[src/rtl/twiddle_sequencer_pkg.sv]
// twiddle_sequencer_pkg
// Shared constants for the FFT twiddle/address sequencer:
//   TW_W      - width of a Q1.15 twiddle component
//   LOG2N_DEF - default log2 of the FFT length
//   ST_*      - FSM state encoding used by twiddle_sequencer
//   TW_ONE    - Q1.15 encoding of +1.0 (saturated), the k = 0 real twiddle
package twiddle_sequencer_pkg;

    localparam int unsigned TW_W      = 16;
    localparam int unsigned LOG2N_DEF = 4;

    localparam int unsigned ST_W = 2;
    localparam logic [ST_W-1:0] ST_IDLE = 2'd0;
    localparam logic [ST_W-1:0] ST_RUN  = 2'd1;
    localparam logic [ST_W-1:0] ST_GAP  = 2'd2;
    localparam logic [ST_W-1:0] ST_DONE = 2'd3;

    localparam logic [TW_W-1:0] TW_ONE = 16'h7FFF;

endpackage

[src/rtl/twiddle_rom.sv]
// twiddle_rom
// Combinational twiddle lookup for an N-point FFT, N = 2**LOG2N, N/2 entries.
// Ports:
//   i_k    in  LOG2N-1  twiddle index k
//   o_cos  out TW_W     round(cos(2*pi*k/N) * 32768), saturated Q1.15
//   o_nsin out TW_W     round(-sin(2*pi*k/N) * 32768), saturated Q1.15
module twiddle_rom
    import twiddle_sequencer_pkg::*;
#(
    parameter int unsigned LOG2N = LOG2N_DEF
) (
    input  logic [LOG2N-2:0] i_k,
    output logic [TW_W-1:0]  o_cos,
    output logic [TW_W-1:0]  o_nsin
);

    localparam int unsigned N    = 2 ** LOG2N;
    localparam int unsigned HALF = N / 2;
    localparam real         PI   = 3.14159265358979323846;

    // Round half away from zero, then clamp; cos(0) * 32768 lands on +32768
    // and must saturate to 0x7FFF.
    function automatic logic [TW_W-1:0] to_q15(input real v);
        real t;
        int  q;
        t = v * 32768.0;
        if (t >= 0.0) begin
            q = $rtoi(t + 0.5);
        end else begin
            q = -$rtoi(-t + 0.5);
        end
        if (q > 32767) begin
            q = 32767;
        end else if (q < -32768) begin
            q = -32768;
        end
        return q[TW_W-1:0];
    endfunction

    logic [TW_W-1:0] w_cos_tab  [HALF];
    logic [TW_W-1:0] w_nsin_tab [HALF];

    for (genvar gi = 0; gi < int'(HALF); gi++) begin : g_tab
        localparam real             ANG    = 2.0 * PI * $itor(gi) / $itor(N);
        localparam logic [TW_W-1:0] COS_Q  = to_q15($cos(ANG));
        localparam logic [TW_W-1:0] NSIN_Q = to_q15(-$sin(ANG));
        assign w_cos_tab[gi]  = COS_Q;
        assign w_nsin_tab[gi] = NSIN_Q;
    end

    assign o_cos  = w_cos_tab[i_k];
    assign o_nsin = w_nsin_tab[i_k];

endmodule

[src/rtl/twiddle_sequencer.sv]
// twiddle_sequencer
// Generates the radix-2 DIT butterfly schedule (operand addresses + twiddle)
// for an N-point FFT, one word per accepted transfer, with an idle gap of
// STAGE_GAP cycles between stages.
// Ports:
//   clk         in   clock, all state on rising edge
//   rst         in   synchronous active-low reset
//   i_start     in   start a full schedule (honoured only when idle)
//   i_ready     in   downstream accepts the current word
//   o_valid     out  word valid (exactly while running a stage)
//   o_addr_top  out  top operand address
//   o_addr_bot  out  bottom operand address
//   o_tw_r      out  twiddle real part, Q1.15
//   o_tw_c      out  twiddle imaginary part, Q1.15
//   o_stage     out  stage index of the current word
//   o_last      out  current word is the last butterfly of its stage
//   o_busy      out  not idle
//   o_done      out  one-cycle completion pulse
module twiddle_sequencer
    import twiddle_sequencer_pkg::*;
#(
    parameter int unsigned LOG2N     = LOG2N_DEF,
    parameter int unsigned STAGE_GAP = 2
) (
    input  logic             clk,
    input  logic             rst,
    input  logic             i_start,
    input  logic             i_ready,
    output logic             o_valid,
    output logic [LOG2N-1:0] o_addr_top,
    output logic [LOG2N-1:0] o_addr_bot,
    output logic [TW_W-1:0]  o_tw_r,
    output logic [TW_W-1:0]  o_tw_c,
    output logic [LOG2N-1:0] o_stage,
    output logic             o_last,
    output logic             o_busy,
    output logic             o_done
);

    localparam int unsigned      BW     = LOG2N - 1;
    localparam logic [BW-1:0]    B_LAST = '1;
    localparam logic [LOG2N-1:0] S_LAST = LOG2N'(LOG2N - 1);
    localparam int unsigned      GW     = (STAGE_GAP > 1) ? $clog2(STAGE_GAP) : 1;
    localparam logic [GW-1:0]    G_LAST = (STAGE_GAP > 0) ? GW'(STAGE_GAP - 1) : '0;

    logic [ST_W-1:0]  r_state;
    logic [BW-1:0]    r_b;
    logic [LOG2N-1:0] r_s;
    logic [GW-1:0]    r_gap;
    logic             r_valid;
    logic [LOG2N-1:0] r_top;
    logic [LOG2N-1:0] r_bot;
    logic [TW_W-1:0]  r_tw_r;
    logic [TW_W-1:0]  r_tw_c;
    logic             r_last;

    logic [ST_W-1:0]  w_state_d;
    logic [BW-1:0]    w_b_d;
    logic [LOG2N-1:0] w_s_d;
    logic [GW-1:0]    w_gap_d;
    logic             w_xfer;

    assign w_xfer = r_valid & i_ready;

    always_comb begin
        w_state_d = r_state;
        w_b_d     = r_b;
        w_s_d     = r_s;
        w_gap_d   = r_gap;
        case (r_state)
            ST_IDLE: begin
                if (i_start) begin
                    w_state_d = ST_RUN;
                    w_b_d     = '0;
                    w_s_d     = '0;
                end
            end
            ST_RUN: begin
                if (w_xfer) begin
                    if (r_b == B_LAST) begin
                        w_b_d = '0;
                        if (r_s == S_LAST) begin
                            w_state_d = ST_DONE;
                        end else if (STAGE_GAP == 0) begin
                            w_s_d = r_s + 1'b1;
                        end else begin
                            w_state_d = ST_GAP;
                            w_gap_d   = '0;
                        end
                    end else begin
                        w_b_d = r_b + 1'b1;
                    end
                end
            end
            ST_GAP: begin
                if (r_gap == G_LAST) begin
                    w_state_d = ST_RUN;
                    w_s_d     = r_s + 1'b1;
                end else begin
                    w_gap_d = r_gap + 1'b1;
                end
            end
            default: begin
                w_state_d = ST_IDLE;
            end
        endcase
    end

    // Next word from next-state b/s so a transfer loads the following word
    // on the same edge (one word per cycle with i_ready held high).
    logic [BW-1:0]    w_bmask;
    logic [BW-1:0]    w_bm;
    logic [LOG2N-1:0] w_bx;
    logic [LOG2N-1:0] w_half;
    logic [LOG2N-1:0] w_kshift;
    logic [LOG2N-1:0] w_top_d;
    logic [LOG2N-1:0] w_bot_d;
    logic [BW-1:0]    w_k;
    logic [TW_W-1:0]  w_cos;
    logic [TW_W-1:0]  w_nsin;
    logic             w_load;

    // In the final stage 1 << s overflows BW bits to 0, so the mask becomes
    // all ones, which is exactly half-1 there.
    assign w_bmask  = (BW'(1) << w_s_d) - BW'(1);
    assign w_bm     = w_b_d & w_bmask;
    assign w_bx     = {1'b0, w_b_d};
    assign w_half   = LOG2N'(1) << w_s_d;
    assign w_kshift = S_LAST - w_s_d;
    assign w_top_d  = (((w_bx >> w_s_d) << w_s_d) << 1) | {1'b0, w_bm};
    // Bit s of the top address is always clear, so OR equals the add.
    assign w_bot_d  = w_top_d | w_half;
    assign w_k      = w_bm << w_kshift;
    assign w_load   = (w_state_d == ST_RUN);

    twiddle_rom #(
        .LOG2N (LOG2N)
    ) u_rom (
        .i_k    (w_k),
        .o_cos  (w_cos),
        .o_nsin (w_nsin)
    );

    always_ff @(posedge clk) begin
        if (!rst) begin
            r_state <= ST_IDLE;
            r_b     <= '0;
            r_s     <= '0;
            r_gap   <= '0;
            r_valid <= 1'b0;
            r_top   <= '0;
            r_bot   <= '0;
            r_tw_r  <= TW_ONE;
            r_tw_c  <= '0;
            r_last  <= 1'b0;
        end else begin
            r_state <= w_state_d;
            r_b     <= w_b_d;
            r_s     <= w_s_d;
            r_gap   <= w_gap_d;
            r_valid <= w_load;
            if (w_load) begin
                r_top  <= w_top_d;
                r_bot  <= w_bot_d;
                r_tw_r <= w_cos;
                r_tw_c <= w_nsin;
                r_last <= (w_b_d == B_LAST);
            end else begin
                r_last <= 1'b0;
            end
        end
    end

    assign o_valid    = r_valid;
    assign o_addr_top = r_top;
    assign o_addr_bot = r_bot;
    assign o_tw_r     = r_tw_r;
    assign o_tw_c     = r_tw_c;
    assign o_stage    = r_s;
    assign o_last     = r_last;
    assign o_busy     = (r_state != ST_IDLE);
    assign o_done     = (r_state == ST_DONE);

endmodule
[config.mk]
export PLATFORM = sky130hd
export DESIGN_NAME = twiddle_sequencer
export DESIGN_NICKNAME = d
export VERILOG_FILES = /design/src/rtl/twiddle_sequencer_pkg.sv /design/src/rtl/twiddle_rom.sv /design/src/rtl/twiddle_sequencer.sv
export SDC_FILE = /design/constraint.sdc
export NUM_CORES = 1
export LEC_CHECK = 0
export BUFFER_PORTS_ARGS = -buffer_cell sky130_fd_sc_hd__buf_2
export CAP_MARGIN = 20
export CORE_MARGIN = 5
export CORE_UTILIZATION = 40
export DETAILED_ROUTE_END_ITERATION = 8
export PLACE_DENSITY = 0.61
export SLEW_MARGIN = 0
export SYNTH_ARGS = -nofsm -noshare
export SYNTH_HDL_FRONTEND = slang
export SYNTH_SLANG_ARGS = --single-unit
[constraint.sdc]
create_clock -name clk -period 11.4 [get_ports clk]
set_input_delay 2.28 -clock clk [delete_from_list [all_inputs] [get_ports clk]]
set_output_delay 2.28 -clock clk [all_outputs]
set_load 0.01 [all_outputs]
==> results.md, run 1 <==
Final layout:
- The total of fill cells in the finished design is 564.
- The sequential cell area is 800.8 um2.
- Leaving out fill and tap cells, the most frequent cell in the layout is sky130_fd_sc_hd__buf_2.
- The fraction of layout cells with a size suffix above 1 is 28.08%.
- For this run, the post-layout net count is 306.
- The antenna cell count is 0.
- The area growth from synthesis to layout is 12.45%.
- In the layout the commonest cells are sky130_fd_sc_hd__buf_2 (49), sky130_fd_sc_hd__dfxtp_1 (40), sky130_fd_sc_hd__nor2_1 (26), sky130_fd_sc_hd__nand2_1 (20), sky130_fd_sc_hd__o21ai_0 (16).
- The multi-input gate area in the final layout is 1310 um2.
- Cells fill 46.70% of the core in the end.

Global route:
- Global routing used 15.43% of the available tracks.
- The global-route wire length before repair is 9149 um.
- The initial antenna violation count was 0.
- Entering global routing, the biggest net connects 32 pins.
- The number of global-route vias before repair is roughly 1800.
- The overflow left after global routing is 0.

Drt:
- The detail route stage leaves a number of antenna-violating nets equal to 0.
- In the routed design, unresolved DRC markers number 0.
- Before antenna repair, the detailed router went through 4 iterations.
- The initial detailed-routing violation count is 175.
- The average wire length per cell after detail routing is 15.13 um.
- Wires add up to 5509 um.
- Across all layers, the routed design uses approximately 1900 vias.
- The via count normalized by instance count is between 5 and 6.

Synthesis:
- The share of the Yosys chip area taken by registers is 34.80%.
- The share of synthesized registers carrying an async set or reset is 0%.
- After technology mapping, the gate count stands at 260.
- The synthesized design devotes to its leading area cell type 34.80% of total area.
- After synthesis the netlist holds a flip-flop and latch count of 40.
- Counting distinct cell types in the post-synthesis netlist gives 60.
- The predominant post-synthesis flop cell is sky130_fd_sc_hd__dfxtp_1.
- The count of yosys warnings during synthesis is 0.
- Ranked by total cell area, the synthesized netlist is headed by sky130_fd_sc_hd__dfxtp_1 (35%), sky130_fd_sc_hd__ha_1 (6.0%), sky130_fd_sc_hd__nor2_1 (4.2%).
- The mean instance size in the synthesized netlist is 8.850 um2.
- Counting flops with a built-in enable in the synthesized netlist gives 0.
- The largest total area in the synthesized netlist belongs to sky130_fd_sc_hd__dfxtp_1.
- The summed instance area of the synthesized netlist is 2301 um2.

Floorplan:
- The overall die width is 85.85 um.
- After floorplanning, the core was divided into 27 placement rows.
- The total core area is 5540 um2.
- The die outline height is 85.85 um.
- The floorplan step defined a die boundary enclosing 7369 um2.
- The number of top-level pins is 52.
- The starting density of the core is between 40% and 50%.

Clock network:
- The clock-pin transition on the worst setup and hold timing paths is 0.08 ns.
- The count of hold-fix buffers inserted at cts is 0.
- The TritonCTS clock tree is built.
- The number of post-CTS setup repair buffers is 0.
- The tree built by TritonCTS fans out to 40 sinks.
- The H-tree depth reported by CTS is 2.
- The maximum number of buffers from clock root to sink is 2.
- The root buffer cell chosen for the clock tree is sky130_fd_sc_hd__clkbuf_8.
- The number of clock buffers added by TritonCTS is 5.
- The clock reaches the later pin of the worst-skew pair after about 0.29 ns.
- Once the clock tree was built, the resizer swapped 0 gates to a different size.

Pwr:
- The power density of the placed cells is 115.3 nW/um2.
- IR analysis of the VDD net gives a maximum drop of 0.06390 mV.
- The power after layout is 298.3 uW.
- The analysis attributes to cell leakage a power of 1.094 nW.

STA:
- For the pin with the worst max-slew slack, the measured transition is 0.9291 ns.
- Setup repair after global routing left no endpoint under its margin.
- Derived from the worst setup path, the maximum achievable clock frequency is 185.7 MHz.
- The worst max-slew margin expressed relative to the limit is between 30% and 40%.
- The part of the cycle the worst path needs is 47.24%.
- The count of final max-slew check failures was 0.
- The worst path needs 5.386 ns of the cycle, external delays included.
- The number of setup violations in the final report is 0.
- The worst setup skew after layout is 0.007693 ns.
- Summed over all failing endpoints, the final setup total negative slack is 0 ns.
- The final number of hold-violating endpoints was 0.

Worst setup path:
- The arrival time reported for the critical path endpoint is 5.60 ns.
- STA classifies the critical path endpoint as a flip-flop.
- STA classifies the critical path startpoint as an input port.
- The required time of the worst setup path is approximately 12 ns.
- The kind of critical path is in2reg.
- Along the worst path, the maximum fanout reaches 11.

Min path:
- The path category of the worst min-delay check is reg2reg.

Placement:
- Routability-driven placement finished with a final weighted congestion of 0.8391.
- Once detailed placement completed, the half-perimeter wirelength came to 3951 um.
- In this run the tool buffered the top-level ports with between 40 and 50 buffer cells.

Outcome:
- The run finished with clean final reports.

Flow run:
- The number of max-cap violations is 0.
[path summary, 6_finish.rpt]
check / from / cells after the start / slack (ns) / to
setup reg to reg: r_state[1] / 13 / 7.24 / o_tw_r[5]
hold / removal: o_addr_bot[3] / 2 / 0.46 / o_addr_bot[3]
hold reg to reg: o_addr_bot[3] / 2 / 0.46 / o_addr_bot[3]
setup / recovery: i_start / 14 / 6.01 / o_tw_r[5]
[where the power goes]
| part | leakage [nW] | switching (mW) | total, mW | internal, mW |
|---|---|---|---|---|
| registers | 0.326 | 0.00405 | 0.149 | 0.145 |
| logic | 0.712 | 0.0227 | 0.0357 | 0.0130 |
| clock network | 0.0552 | 0.0485 | 0.113 | 0.0650 |
| total | 1.09 | 0.0753 | 0.298 | 0.223 |
[cell families after synthesis]
logic type,count (synthesis),share of synthesized area (%)
mux,5,2.392
buf+inv,34,8.428
simple gates,94,21.91
fa+ha+maj,11,5.981
xor+xnor,1,0.3807
other cells,1,0.1630
flops,40,34.80
compound gates,74,25.94
[worst max-delay path, cell delays in order]
cell and delay (ns):
sky130_fd_sc_hd__buf_2 0.13, sky130_fd_sc_hd__o21bai_4 0.12, sky130_fd_sc_hd__a21oi_1 0.20, sky130_fd_sc_hd__mux2_2 0.25
sky130_fd_sc_hd__nand2_1 0.28, sky130_fd_sc_hd__nor3_1 0.33, sky130_fd_sc_hd__inv_1 0.07, sky130_fd_sc_hd__ha_1 0.26
sky130_fd_sc_hd__or2_2 0.34, sky130_fd_sc_hd__nor3_1 0.18, sky130_fd_sc_hd__o2111ai_2 0.24, sky130_fd_sc_hd__ha_1 0.44
sky130_fd_sc_hd__or2_2 0.31, sky130_fd_sc_hd__o221ai_1 0.15
[cells in the mapped netlist, types with 2 or more instances]
| library cell | instances |
|---|---|
| sky130_fd_sc_hd__dfxtp_1 | 40 |
| sky130_fd_sc_hd__nor2_1 | 26 |
| sky130_fd_sc_hd__nand2_1 | 20 |
| sky130_fd_sc_hd__o21ai_0 | 16 |
| sky130_fd_sc_hd__a21oi_1 | 14 |
| sky130_fd_sc_hd__buf_4 | 12 |
| sky130_fd_sc_hd__ha_1 | 11 |
| sky130_fd_sc_hd__nor3_1 | 11 |
| sky130_fd_sc_hd__a31oi_1 | 8 |
| sky130_fd_sc_hd__nand3_1 | 7 |
| sky130_fd_sc_hd__clkbuf_1 | 6 |
| sky130_fd_sc_hd__buf_2 | 5 |
| sky130_fd_sc_hd__inv_1 | 5 |
| sky130_fd_sc_hd__or2_2 | 5 |
| sky130_fd_sc_hd__nor2b_1 | 4 |
| sky130_fd_sc_hd__a221o_1 | 3 |
| sky130_fd_sc_hd__and2_1 | 3 |
| sky130_fd_sc_hd__mux2i_1 | 3 |
| sky130_fd_sc_hd__nand4_1 | 3 |
| sky130_fd_sc_hd__nor4_1 | 3 |
| sky130_fd_sc_hd__o211ai_1 | 3 |
| sky130_fd_sc_hd__a211oi_1 | 2 |
| sky130_fd_sc_hd__a21boi_0 | 2 |
| sky130_fd_sc_hd__a21o_1 | 2 |
| sky130_fd_sc_hd__a221oi_4 | 2 |
| sky130_fd_sc_hd__and4b_1 | 2 |
| sky130_fd_sc_hd__buf_1 | 2 |
| sky130_fd_sc_hd__buf_6 | 2 |
| sky130_fd_sc_hd__nand2b_1 | 2 |
| sky130_fd_sc_hd__o2111ai_1 | 2 |
| sky130_fd_sc_hd__o221ai_1 | 2 |
| sky130_fd_sc_hd__o311ai_2 | 2 |
| sky130_fd_sc_hd__o31a_1 | 2 |
| sky130_fd_sc_hd__o31ai_2 | 2 |
[final cells by class]
type	instances	area share, %
tap	72	3.482
sequential	40	30.95
clock inverter	2	1.354
clock buffer	6	2.805
inverter	7	1.015
multi-input combinational	187	50.63
timing repair buffer	50	9.768
[per-layer routing]
metal / track usage [%] / vias to the layer above / share of wire, %
met5: 0 / - / 0
met4: 5.180 / 0 / 1.1
met3: 2.882 / 5 / 5.0
met2: 23.73 / 48 / 45
met1: 21.68 / 894 / 49
li1: - / 1001 / -
[state kept, by name, summed over array words and instances (netlist names)]
| name | cells |
|---|---|
| o_last | 1 |
| o_stage | 4 |
| r_state | 2 |
| r_gap | 1 |
| o_valid | 1 |
| o_tw_c | 8 |
| o_addr_bot | 4 |
| r_b | 3 |
| o_tw_r | 12 |
| o_addr_top | 4 |
[per-stage QoR]
step | cell area, um2 | hold WS, ns | instances | worst slack (ns)
after global routing | 2587 | 0.4918 | 364 | 5.708
after CTS | 2587 | 0.4598 | 364 | 6.015
after global placement | 2480 | 0.4440 | 356 | 5.833
final | 2587 | 0.4555 | 364 | 6.014
after floorplan | 2305 | 0.4761 | 261 | 6.214
after detailed placement | 2480 | 0.4430 | 356 | 5.718
No activity file was read; power rests on OpenSTA's default activity.
==> run 2: changes to the inputs <==
--- a/config.mk
+++ b/config.mk
@@ -5,12 +5,13 @@
 export SDC_FILE = /design/constraint.sdc
 export NUM_CORES = 1
 export LEC_CHECK = 0
+export ABC_AREA = 1
 export BUFFER_PORTS_ARGS = -buffer_cell sky130_fd_sc_hd__buf_2
 export CAP_MARGIN = 20
 export CORE_MARGIN = 5
 export CORE_UTILIZATION = 40
 export DETAILED_ROUTE_END_ITERATION = 8
-export PLACE_DENSITY = 0.61
+export PLACE_DENSITY = 0.62
 export SLEW_MARGIN = 0
 export SYNTH_ARGS = -nofsm -noshare
 export SYNTH_HDL_FRONTEND = slang
==> constraint.sdc (replaced) <==
create_clock -name clk -period 5.55 [get_ports clk]
set_input_delay 1.11 -clock clk [delete_from_list [all_inputs] [get_ports clk]]
set_output_delay 1.11 -clock clk [all_outputs]
set_load 0.01 [all_outputs]
==> results.md, run 2 <==
Final layout:
- The multi-input gate area in the final layout came to 1102 um2 (-16%).
- The finished layout cell area is 2520 um2 (-2.6%).
- Leaving out fill and tap cells, the most frequent cell in the layout is sky130_fd_sc_hd__nand2_1.
- The sequential cell area was 800.8 um2 (unchanged).
- The total of fill cells in the finished design is 540 (-4.3%).
- The area growth from synthesis to layout is 16.21%.
- The fraction of layout cells with a size suffix above 1 is 24.93% (-3.2 points).
- The number of nets at the end of the flow is 355 (+16%).
- The non-filler instance count after layout came to 411 (+13%).
- The library cells used most frequently in the layout, excluding fill and tap cells, are sky130_fd_sc_hd__nand2_1 (56), sky130_fd_sc_hd__buf_2 (49), sky130_fd_sc_hd__dfxtp_1 (40), sky130_fd_sc_hd__inv_1 (34), sky130_fd_sc_hd__nor2_1 (30).
- The antenna cell count came to 0 (unchanged).
- The flip-flop count of the largest register, all copies and words added is 12 (unchanged).
- The share of the core filled with cells is 48.72% (+2.0 points).

Synthesis:
- The summed instance area of the synthesized netlist is 2168 um2 (-5.8%).
- The post-synthesis instance total came to 301 (+16%).
- The count of unique library cells instantiated by Yosys is 33 (-45%).
- The post-synthesis cell type with the largest combined area is sky130_fd_sc_hd__dfxtp_1.
- The predominant post-synthesis flop cell is sky130_fd_sc_hd__dfxtp_1.
- The share of synthesized registers carrying an async set or reset came to 0% (unchanged).
- In the post-synthesis netlist, the biggest area contributors are sky130_fd_sc_hd__dfxtp_1 (37%), sky130_fd_sc_hd__nand2_1 (9.7%), sky130_fd_sc_hd__ha_1 (6.3%).
- The count of flip-flops with a built-in enable after synthesis is 0 (unchanged).
- The count of yosys warnings during synthesis is 0 (unchanged).
- The mean instance size in the synthesized netlist is 7.204 um2 (-19%).
- The share of the yosys chip area belonging to registers was 36.93% (+2.1 points).
- By count the netlist is led by sky130_fd_sc_hd__nand2_1 (56), sky130_fd_sc_hd__dfxtp_1 (40), sky130_fd_sc_hd__inv_1 (34).
- The cell with the most instances after synthesis is sky130_fd_sc_hd__nand2_1.
- The proportion of netlist area held by the largest area contributor came to 36.93% (+2.1 points).
- The number of synthesized register bits is 40 (unchanged).

Worst setup path:
- The endpoint identified for the worst register-to-register timing path is o_tw_c[5].
- The maximum fanout along the worst path is 7 (-4).
- The startpoint of the most critical setup path is i_start.
- The beginning of the worst register-to-register path is r_state[0].
- The critical path ends at o_tw_c[5].
- The worst setup slack for register-to-register paths is 2.45 ns (-4.79 ns).
- The arrival time reported for the critical path endpoint is 3.54 ns (-2.06 ns).
- The number of cells traversed by the worst register-to-register path is 21 (+8).
- The required time of the worst setup path is 5.70 ns (-5.92 ns).
- The element type at the critical path start is an input port.
- The kind of critical path is in2reg.
- The worst setup path is captured at a flip-flop.

Clock network:
- The TritonCTS clock tree is built.
- The H-tree depth reported by CTS is 2 (unchanged).
- The maximum number of buffers from clock root to sink came to 2 (unchanged).
- The count of hold-fix buffers inserted at cts came to 0 (unchanged).
- The post-cts repair resize count is 0 (unchanged).
- The total clock sinks is 40 (unchanged).
- The clock buffer count from CTS is 5 (unchanged).
- The clock tree root driver cell is sky130_fd_sc_hd__clkbuf_8.
- The clock latency on the worst-skew pair is 0.30 ns (about the same).
- The clock-pin transition on the worst setup and hold timing paths is 0.08 ns (about the same).
- The number of post-CTS setup repair buffers is 0 (unchanged).

Drt:
- The initial detailed-routing violation count is 140 (-20%).
- The average wire length per cell after detail routing is 11.91 um (-21%).
- The remaining antenna violation count is 0 (unchanged).
- The via count normalized by instance count is 4.793 (-10%).
- The routed via count is 1970 (+1.1%).
- The aggregate routed wire length is 4893 um (-11%).
- The DRC violations left is 0 (unchanged).
- The number of detailed-routing iterations run before antenna repair is 4 (unchanged).

Floorplan:
- The die area is 6993 um2 (-5.1%).
- The die outline height was 83.63 um (-2.6%).
- The number of top-level pins is 52 (unchanged).
- The number of standard-cell rows in the floorplan is 26 (-3.7%).
- The starting density of the core is 41.92% (+0.39 points).
- The total core area came to 5172 um2 (-6.6%).
- The overall die width is 83.63 um (-2.6%).

STA:
- The count of final max-slew check failures is 0 (unchanged).
- The number of setup violations in the final report was 0 (unchanged).
- The worst setup skew after layout is 0.007603 ns (-0.00008920 ns).
- The final number of hold-violating endpoints is 0 (unchanged).
- The smallest setup slack after layout is 2.159 ns (-3.856 ns).
- Setup repair after global routing left no endpoint under its margin.
- The clock period minus worst slack is 3.391 ns.
- Derived from the worst setup path, the maximum achievable clock frequency is just under 300 MHz.
- The worst max-slew margin expressed relative to the limit is 46.48% (+8.4 points).
- The setup TNS is 0 ns (unchanged).
- The transition time of the tightest slew-check pin came to 0.8019 ns (-0.1272 ns).
- The part of the cycle the worst path needs is around three fifths.

Global route:
- The number of global-route vias before repair came to 1886 (+2.7%).
- The overflow left after global routing is 0 (unchanged).
- The initial antenna violation count is 0 (unchanged).
- The global-route wire length before repair was 8487 um (-7.2%).
- The total routing resource utilization after global routing is 14.46% (-0.97 points).
- The largest net degree at the start of global routing is 28 (-13%).

Outcome:
- The run finished with clean final reports.

Placement:
- The number of buffer cells added on primary ports came to 49 (unchanged).
- The placer's final routability congestion estimate is 0.8349 (-0.50%).
- The worst-case setup slack after placement came to 1.856 ns (-3.862 ns).
- The total half-perimeter wirelength after legalization and detailed placement is 3559 um (-9.9%).
- The number of placed cells counting well taps came to 403 (+13%).
- The total placed instance area is 2394 um2 (-3.5%).

Pwr:
- The power density of the placed cells is 257.7 nW/um2 (+120%).
- The maximum ir drop on the vdd rail is 0.1781 mV (+180%).
- The static leakage is 1.308 nW (+20%).

Flow run:
- The number of max-cap violations is 0 (unchanged).

Min path:
- In this run the worst hold path is classified as reg2reg.
run 2: per-layer routing:
layer,part of all wire (%),wire [um],vias to the layer above,track usage [%]
met5,0,0,-,0
met4,0.51,25,0,3.509
met3,6.2,301,2,4.738
met2,42,2051,52,22.56
met1,51,2516,881,19.30
li1,-,-,1035,-
run 2: where the power goes:
group | leakage, nW | switching [mW] | internal, mW
Sequential | 0.327 | 0.00744 | 0.301
Combinational | 0.917 | 0.0527 | 0.0273
Clock | 0.0645 | 0.102 | 0.159
run 2: worst min-delay path by stage:
stage | from | end | slack, ns | cells past startpoint
floorplan | o_tw_r[12] | o_tw_r[12] | 0.48 | 2
global placement | o_tw_r[12] | o_tw_r[12] | 0.44 | 2
detailed placement | o_tw_r[12] | o_tw_r[12] | 0.44 | 2
CTS | o_tw_r[12] | o_tw_r[12] | 0.46 | 2
global route | o_tw_r[11] | o_tw_r[11] | 0.51 | 2
finish | o_tw_r[12] | o_tw_r[12] | 0.46 | 2
run 2: critical path: stages:
cell and delay [ns]:
sky130_fd_sc_hd__buf_2 0.09, sky130_fd_sc_hd__nand2_2 0.10, sky130_fd_sc_hd__nand2_1 0.08, sky130_fd_sc_hd__nand2_1 0.08, sky130_fd_sc_hd__nand2_4 0.12, sky130_fd_sc_hd__nand3_2 0.13, sky130_fd_sc_hd__nor2_2 0.20, sky130_fd_sc_hd__inv_1 0.11
sky130_fd_sc_hd__ha_1 0.30, sky130_fd_sc_hd__inv_1 0.05, sky130_fd_sc_hd__nand2_1 0.06, sky130_fd_sc_hd__inv_1 0.09, sky130_fd_sc_hd__nand2_1 0.05, sky130_fd_sc_hd__a21oi_1 0.17, sky130_fd_sc_hd__nand2_2 0.14, sky130_fd_sc_hd__ha_1 0.34
sky130_fd_sc_hd__inv_1 0.09, sky130_fd_sc_hd__nand2_2 0.06, sky130_fd_sc_hd__nand3_1 0.07, sky130_fd_sc_hd__a21oi_1 0.08
run 2: cell families (layout without fill, tap and decap cells):
group | Yosys count | in the layout | share of synthesized area (%)
AOI/OAI and AO/OA | 54 | 54 | 14.08
DFF | 40 | 40 | 36.93
buffers and inverters | 59 | 98 | 12.41
and+or+nand+nor | 136 | 136 | 30.06
adders and majority gates | 11 | 11 | 6.347
other | 1 | 2 | 0.1729
run 2: layout make-up:
cell class | count | area share, %
multi-input combinational | 203 | 43.74
sequential | 40 | 31.78
timing repair buffer | 50 | 10.03
inverter | 40 | 5.958
clock buffer | 7 | 3.823
tap | 70 | 3.476
clock inverter | 1 | 1.192
run 2: per-stage QoR:
stage / hold WS, ns / power [mW]
2_1_floorplan: 0.4761 / 0.3718
3_3_place_gp: 0.4354 / 0.3957
3_5_place_dp: 0.4445 / 0.3962
4_1_cts: 0.4589 / 0.6557
5_1_grt: 0.5080 / 0.6836
6_report: 0.4554 / 0.6493
==> run 3: changes to the inputs <==
--- a/config.mk
+++ b/config.mk
@@ -11,7 +11,7 @@
 export CORE_MARGIN = 5
 export CORE_UTILIZATION = 40
 export DETAILED_ROUTE_END_ITERATION = 8
-export PLACE_DENSITY = 0.62
+export PLACE_DENSITY = 0.64
 export SLEW_MARGIN = 0
 export SYNTH_ARGS = -nofsm -noshare
 export SYNTH_HDL_FRONTEND = slang
==> constraint.sdc (replaced) <==
create_clock -name clk -period 2.8 [get_ports clk]
set_input_delay 0.56 -clock clk [delete_from_list [all_inputs] [get_ports clk]]
set_output_delay 0.56 -clock clk [all_outputs]
set_load 0.01 [all_outputs]
==> results.md, run 3 (synthesized netlist as in run 2, its figures left out) <==
Outcome:
- The run finished with clean final reports.

Worst setup path:
- The critical path is of the reg2reg type.
- The end of the worst register-to-register path is o_tw_r[1].
- The element type at the critical path start is a flip-flop.
- The worst setup path is captured at a flip-flop.
- The largest incremental delay on the critical path came to 0.40 ns (+0.06 ns).
- The maximum fanout along the worst path came to 6 (-1).
- For this design, the slowest cell found on the critical path is sky130_fd_sc_hd__dfxtp_4.
- The startpoint of the most critical setup path is r_state[1].
- The worst setup slack for register-to-register paths is 0.11 ns (-2.34 ns).
- The dominant cell type by count on the critical path is sky130_fd_sc_hd__inv_1.
- The number of cells traversed by the worst register-to-register path is 20 (-4.8%).
- The required time of the worst setup path came to 3.02 ns (-2.68 ns).
- The startpoint identified for the worst register-to-register timing path is r_state[1].
- The critical path goes through inv_1, nand2_2, nor2_2, o21ai_2, buf_4, nand3_2, nor2_2, inv_1, ha_4, inv_1, nand2_1, inv_2, nand2_1, a21oi_2, nand2_2, buf_6, inv_6, buf_4, ha_1, o211ai_1.
- The arrival time reported for the critical path endpoint was 2.91 ns (-0.63 ns).

Drt:
- The remaining antenna violation count came to 0 (unchanged).
- The DRC violations left came to 0 (unchanged).
- The routed via count was 2064 (+4.8%).
- The via count normalized by instance count came to 4.680 (-2.4%).
- The average wire length per cell after detail routing was 11.78 um (-1.1%).
- The initial detailed-routing violation count is 104 (-26%).
- The aggregate routed wire length is 5193 um (+6.1%).
- The number of detailed-routing iterations run before antenna repair is 4 (unchanged).

STA:
- The worst max-slew margin expressed relative to the limit came to 47.64% (+1.2 points).
- The number of setup violations in the final report is 0 (unchanged).
- The transition time of the tightest slew-check pin is 0.7845 ns (-0.01741 ns).
- The final number of hold-violating endpoints is 0 (unchanged).
- The count of final max-slew check failures is 0 (unchanged).
- The part of the cycle the worst path needs is 96.08%.
- After layout, the minimum clock period comes to roughly 2.7 ns.
- The smallest setup slack after layout came to 0.1099 ns (-2.049 ns).
- The worst setup skew after layout is 0.007104 ns (-0.0004994 ns).
- The maximum operating frequency is 371.7 MHz.

Floorplan:
- The die area came to 6993 um2 (unchanged).
- The starting density of the core is 41.92% (unchanged).
- The number of standard-cell rows in the floorplan is 26 (unchanged).
- The die outline height came to 83.63 um (unchanged).
- The overall die width is 83.63 um (unchanged).
- The total core area is 5172 um2 (unchanged).
- The number of top-level pins is 52 (unchanged).

Placement:
- The total half-perimeter wirelength after legalization and detailed placement is 3752 um (+5.4%).
- The worst-case setup slack after placement was -0.1457 ns (-2.002 ns).
- The number of buffer cells added on primary ports was 49 (unchanged).
- The placer's final routability congestion estimate is 0.8773 (+5.1%).

Global route:
- The total routing resource utilization after global routing was 14.86% (+0.40 points).
- The overflow left after global routing is 0 (unchanged).
- The number of global-route vias before repair is 1879 (-0.37%).
- The initial antenna violation count is 0 (unchanged).
- The global-route wire length before repair came to 8735 um (+2.9%).
- The largest net degree at the start of global routing came to 27 (-3.6%).

Final layout:
- The multi-input gate area in the final layout is 1196 um2 (+8.5%).
- In the layout the commonest cells are sky130_fd_sc_hd__nand2_1 (54), sky130_fd_sc_hd__buf_2 (49), sky130_fd_sc_hd__dfxtp_1 (34), sky130_fd_sc_hd__inv_1 (30), sky130_fd_sc_hd__buf_4 (29).
- The fraction of layout cells with a size suffix above 1 is 37.20% (+12 points).
- The share of the core filled with cells is 54.79% (+6.1 points).
- Leaving out fill and tap cells, the most frequent cell in the layout is sky130_fd_sc_hd__nand2_1.
- The sequential cell area is 815.8 um2 (+1.9%).
- The flip-flop count of the largest register, all copies and words added is 12 (unchanged).
- The area growth from synthesis to layout is 30.70%.
- The total of fill cells in the finished design came to 491 (-9.1%).
- The antenna cell count came to 0 (unchanged).
- The number of nets at the end of the flow is 385 (+8.5%).

Min path:
- The endpoint with the worst hold slack is o_tw_r[12].
- The hold path depth is 2 (unchanged).
- The path category of the worst min-delay check is reg2reg.
- The worst hold path begins at o_tw_r[12].

Clock network:
- The count of hold-fix buffers inserted at cts is 0 (unchanged).
- The TritonCTS clock tree is built.
- The maximum number of buffers from clock root to sink is 2 (unchanged).
- The H-tree depth reported by CTS came to 2 (unchanged).
- The root buffer cell chosen for the clock tree is sky130_fd_sc_hd__clkbuf_8.
- The clock buffer count from CTS is 5 (unchanged).
- The clock-pin transition on the worst setup and hold timing paths is 0.08 ns (about the same).
- The total clock sinks is 40 (unchanged).
- The clock latency on the worst-skew pair is 0.29 ns (about the same).

Flow run:
- The number of max-cap violations was 0 (unchanged).

Pwr:
- The maximum ir drop on the vdd rail is 0.2532 mV (+42%).
- The static leakage is 1.435 nW (+9.7%).
- The power density of the placed cells came to 414.5 nW/um2 (+61%).
[run 3: metrics by stage]
step / hold WS (ns) / setup TNS, ns / cell area (um2) / power (mW) / cells
after floorplan: 0.4761 / 0 / 2172 / 0.7370 / 302
after global routing: 0.5101 / -0.1382 / 2834 / 1.240 / 441
final: 0.4554 / 0 / 2834 / 1.175 / 441
after global placement: 0.4366 / -0.3702 / 2574 / 0.7914 / 427
after CTS: 0.4543 / 0 / 2678 / 1.198 / 435
after detailed placement: 0.4365 / -1.211 / 2574 / 0.7920 / 427
[run 3: worst max-delay path, delay by kind of cell, from the launching register on]
family	cells	cell delay (ns)
compound gates	3	0.41
fa+ha+maj	2	0.46
buf+inv	8	0.68
flops	1	0.40
simple gates	7	0.66
[run 3: worst max-delay path by stage]
stage,cells past startpoint,to,slack [ns]
after floorplan,20,o_tw_r[15],0.05
after global placement,21,o_tw_r[15],-0.07
after detailed placement,21,o_tw_c[5],-0.15
after CTS,19,o_tw_c[5],0.02
after global routing,22,o_tw_c[14],-0.04
final,20,o_tw_r[1],0.11
[run 3: area by class of cell]
| class | instances | share of cell area [%] |
|---|---|---|
| clock inverters | 1 | 0.2649 |
| inverters | 40 | 5.475 |
| flip-flops and latches | 40 | 28.79 |
| clock buffers | 7 | 3.046 |
| multi-input cells | 203 | 42.21 |
| well taps | 70 | 3.091 |
| repair buffers | 80 | 17.13 |
[run 3: timing repair]
item / 4_1_cts / 5_1_grt
setup buffers: 0 / 6
gates resized for setup: 6 / 31
pin swaps: 1 / 12
setup endpoints to repair: 9 / 18
gates cloned: 0 / 0
[run 3: layer usage]
metal,global-route usage (%),wire length (um)
met1,19.96,2545
met2,22.63,2288
met3,4.245,280
met4,5.263,78
met5,0,0
[run 3: report_power, final]
part	switching, mW	internal [mW]	leakage [nW]	total, mW
combinational	0.107	0.0616	1.06	0.169
sequential	0.0140	0.594	0.331	0.608
clock	0.198	0.200	0.0445	0.398
total	0.319	0.856	1.44	1.17
